===== src/rtl/int_redirect_ctrl.sv =====
// int_redirect_ctrl: interrupt entry/return sequencer driving the next-PC mux select and target.
module int_redirect_ctrl #(
  parameter int          NUM_IRQ = 4,
  parameter logic [31:0] VECTOR  = 32'h0000_0004
) (
  input  logic               clk,
  input  logic               rst_n,
  input  logic [NUM_IRQ-1:0] irq,
  input  logic               mask_we,
  input  logic [NUM_IRQ-1:0] mask_wdata,
  input  logic [31:0]        pc_in,
  input  logic               stall,
  input  logic               eret,
  output logic               redirect,
  output logic [31:0]        redirect_pc,
  output logic               flush,
  output logic               in_isr,
  output logic [31:0]        epc,
  output logic [NUM_IRQ-1:0] cause,
  output logic [NUM_IRQ-1:0] mask
);
  localparam logic [1:0] IDLE    = 2'd0;
  localparam logic [1:0] TAKE    = 2'd1;
  localparam logic [1:0] SERVICE = 2'd2;
  localparam logic [1:0] RET     = 2'd3;

  logic [1:0]         state;
  logic [NUM_IRQ-1:0] pend;
  logic [NUM_IRQ-1:0] sel;

  // pend sees the mask before any same-cycle write; sel isolates the lowest set bit
  assign pend = irq & mask;
  assign sel  = pend & (~pend + NUM_IRQ'(1));

  always_ff @(posedge clk or negedge rst_n) begin
    if (!rst_n) begin
      state <= IDLE;
      epc   <= '0;
      cause <= '0;
      mask  <= '0;
    end else begin
      if (mask_we) mask <= mask_wdata;
      case (state)
        IDLE:
          if (|pend && !stall) begin
            epc   <= pc_in;
            cause <= sel;
            state <= TAKE;
          end
        TAKE:    if (!stall) state <= SERVICE;
        SERVICE: if (eret && !stall) state <= RET;
        default:
          if (!stall) begin
            cause <= '0;
            state <= IDLE;
          end
      endcase
    end
  end

  assign redirect    = (state == TAKE) || (state == RET);
  assign flush       = redirect;
  assign in_isr      = (state == SERVICE) || (state == RET);
  assign redirect_pc = (state == TAKE) ? VECTOR : (state == RET) ? epc : '0;
endmodule


===== config.mk =====
export PLATFORM = sky130hd
export DESIGN_NAME = int_redirect_ctrl
export DESIGN_NICKNAME = d
export VERILOG_FILES = /design/src/rtl/int_redirect_ctrl.sv
export SDC_FILE = /design/constraint.sdc
export NUM_CORES = 1
export LEC_CHECK = 0
export BUFFER_PORTS_ARGS = -buffer_cell sky130_fd_sc_hd__buf_2
export CAP_MARGIN = 0
export CORE_ASPECT_RATIO = 0.5
export CORE_MARGIN = 5
export CORE_UTILIZATION = 39
export DETAILED_ROUTE_END_ITERATION = 6
export PLACE_DENSITY = 0.71
export SYNTH_ARGS = -nofsm -noshare
export SYNTH_HDL_FRONTEND = slang
export SYNTH_SLANG_ARGS = --single-unit

===== constraint.sdc =====
create_clock -name clk -period 1.6 [get_ports clk]
set_input_delay 0.08 -clock clk [delete_from_list [all_inputs] [get_ports clk]]
set_output_delay 0.08 -clock clk [all_outputs]
set_load 0.01 [all_outputs]

==> summary.md <==
| Metric | Value |
|---|---|
| Post-Synth XOR/XNOR Area | 0 |
| Reg2reg setup slack | -0.03 ns |
| Worst reg2reg endpoint | epc[29] |
| Worst Max-Slew Pin Slew | roughly 0.53 ns |
| Max-Cap Viols | 0 |
| Initial antenna violation count | 0 |
| TritonCTS Buffers | 5 |
| Place WS | -0.07420 ns |
| Post-synth top area share | 0.5069 |
| Adder-cell area share of the yosys netlist | 0.02414 |
| Power, Total | roughly 6400 µW |
| Leak Pwr | approximately 0.0017 µW |
| Register-to-Register Path Depth | 6 |
| Unrepaired setup endpoints after global routing | yes |
| Number of vias in the routed layout | between 1500 and 2000 |
| Vias in the first global route | between 1500 and 2000 |
| Die Wd | approximately 110 µm |
| Status | finished with violations |
| CP peak stage delay | 0.40 ns |
| # diodes | 0 |
| Bufs on Longest Clock Path | 2 |
| Multi-input logic area | 1092 µm² |
| Grt total ovfl | 0 |
| Critical Path End Type | output port |
| TritonCTS clock tree | built |
| Residual DRC | 0 |
| WS Path Type | reg -> out |
| Netlist cell types | 27 |
| Area share of and/or/nand/nor cells after synthesis | 0.1346 |
| Max Clk Rate | about 600 MHz |
| Synth Area in Compound Gates | 0.04345 |
| Avg Inst Size Synth | about 13 µm² |
| Hold Path End | epc[15] |
| Crit path DAT | between 1.5 and 2 ns |
| Max-Slew Margin vs Limit | 0.6456 |
| VDD IR max | approximately 0.73 mV |
| Sink Count | 42 |
| Final cell count without fillers | roughly 370 |
| Crit Reg-Reg Startpoint | state[1] |
| Layout area overhead | 57.27% |
| Initial Utilization | 0.4110 |
| Post-Syn Area | about 2100 µm² |
| Tcrit/Tclk final | 1.045 |
| Proportion of synthesized area in mux cells | 0.2601 |
| Largest family of logic cells by synthesized area | multiplexers |
| Min-Delay Path Depth | 2 |
| Violated checks | setup timing |
| Core ar. | 5045 µm² |
| Final Hold Vio Count | 0 |
| Die H | between 60 and 70 µm |
| IO Port Bufs | 119 |
| Tmin final | roughly 1.7 ns |
| Pre-antenna DRT Iters | 4 |
| Post-synth EDFFs | 0 |
| Worst EP required | around 1.5 ns |
| Clock transition at path regs | 0.09 ns |
| Root buffer cell | clkbuf_8 |
| Area post-placement | about 2900 µm² |
| Worst Hold Class | in -> reg |
| Most frequent cell on the critical path | buf_6 |
| Fill cells | 385 |
| Cells after DPL | about 350 |
| Synth Instances | 155 |
| Seq. cell area | roughly 1100 µm² |
| Main synth FF type | dfrtp_1 |
| Worst skew pair latency | between 0.2 and 0.3 ns |
| Final #Nets | 347 |
| Pins over their slew limit | 0 |
| Dpl hpwl | about 4.2 mm |
| Synth warn | 0 |
| CP Max Fanout | 10 |
| Async SR Flop Fraction | 1.000 |
| Global-route wire length before repair | roughly 9 mm |
| H-tree depth | 2 |
| Layout cells sized above 1 | 0.6990 |
| Critical-path cell list | buf_6 -> ha_4 -> nor2b_4 -> buf_6 -> and2_1 -> buf_2 |
| Hold wc startpoint | pc_in[15] |
| Seq/Total Area, Yosys | 0.5069 |
| Final setup margin | -0.07211 ns |
| Mapped Nets | 204 |
| Top cells by area, synth | dfrtp_1 (51%), mux2_4 (22%), and2_1 (9.4%), mux2_2 (3.8%), ha_1 (2.4%) |
| Die area | roughly 7000 µm² |
| Leading area contributor after synthesis | dfrtp_1 |
| Row Count | 18 |
| Drt total wl | 5.977 mm |
| CP max-delay cell | dfrtp_1 |
| PD cells | 1956 nW/µm² |
| # IOs | 120 |
| Finished Core Util | 0.6463 |
| Most frequent cells after synthesis | dfrtp_1 (42), and2_1 (31), mux2_4 (30) |
| Most numerous cell in the Yosys netlist | dfrtp_1 |
| Antenna Nets Post-Route | 0 |
| Initial DRC Count | between 40 and 50 |
| Largest net degree at the start of global routing | 43 |
| Vias/cell | 4.732 |
| RD Place Congestion | 0.8276 |
| GRT Util Overall | 0.1695 |
| Synth Register Bits | 42 |
| Setup violations, final | 48 |
| Clk_skew | around 0.0059 ns |
| Routed len/inst | 16.20 µm |
| Design Area, Final | around 3300 µm² |
| CP Launch Type | flop |
## worst max path at each step
stage | from | to | slack (ns) | cells past startpoint
final | state[0] | redirect_pc[23] | -0.07 | 6
after global routing | state[0] | redirect_pc[23] | -0.19 | 6
after CTS | state[0] | redirect_pc[6] | -0.05 | 6
after detailed placement | state[1] | state[1] | -0.07 | 5
after global placement | state[0] | state[1] | 0.01 | 5
after floorplan | mask[2] | epc[0] | -0.15 | 4
## layout by cell type (no fill, tap or decap), drive strengths merged
master       Yosys  routed
buf              4     142
dfrtp           42      42
mux2            37      37
and2            31      31
clkbuf           3       6
nand2            5       5
nand3            5       5
o21ai            4       4
ha               4       4
inv              3       3
or2              2       2
nand4            2       2
a21oi            2       2
nor2b            1       1
a21o             1       1
a222oi           1       1
nand2b           1       1
nor2             1       1
a21boi           1       1
a31oi            1       1
a221oi           1       1
a32oi            1       1
o21bai           1       1
mux2i            1       1
clkinvlp         0       1
clkinv           0       1
dlygate4sd3      0       1
## timing repair
item | CTS | global route
pin swaps | 12 | 5
endpoints found under the hold margin | 42 | 0
buffers inserted | 5 | 2
gates resized for setup | 45 | 15
setup endpoints to repair | 68 | 69
hold buffers | 1 | 0
cloned | 3 | 0
## routing by layer
layer	GRT usage	share of wire
met1	0.1886	0.39
met2	0.3443	0.56
met3	0.03238	0.042
met5	0	0
met4	0.04281	0.0085
## area by class of cell
type                       instances  area share
timing repair buffer             143      0.2832
tap                               70     0.02686
multi-input combinational        103      0.3350
clock inverter                     2    0.003837
clock buffer                       6     0.02533
inverter                           3    0.003454
sequential                        42      0.3223
## report_power, final
part	total, µW	switching (µW)	internal (µW)
logic	3720	1560	2160
clock network	739	391	348
registers	1920	366	1560
## stage by stage
stage	hold slack [ns]	setup TNS, ns
global placement	0.1774	0
finish	0.005656	-1.877
global route	-0.002324	-6.764
floorplan	-0.2156	-4.585
CTS	0.004963	-1.654
detailed placement	0.1874	-0.6960
## critical path: cells and delay by family, from the launching register on
family        cells  cell delay (ns)
flops             1             0.40
buf+inv           3             0.42
fa+ha+maj         1             0.16
simple gates      2             0.32
## sequential cells by signal (all words and copies together), names as in the netlist
signal and cells:
cause 4, state 2, epc 32, mask 4
## kinds of logic after synthesis
group / after synthesis
multiplexers: 38
buffers and inverters: 10
adder cells (fa/ha/maj): 4
AO/OA/AOI/OAI: 13
flip-flops: 42
AND/OR/NAND/NOR: 48
Note: power is estimated with default switching activity, not from simulation.
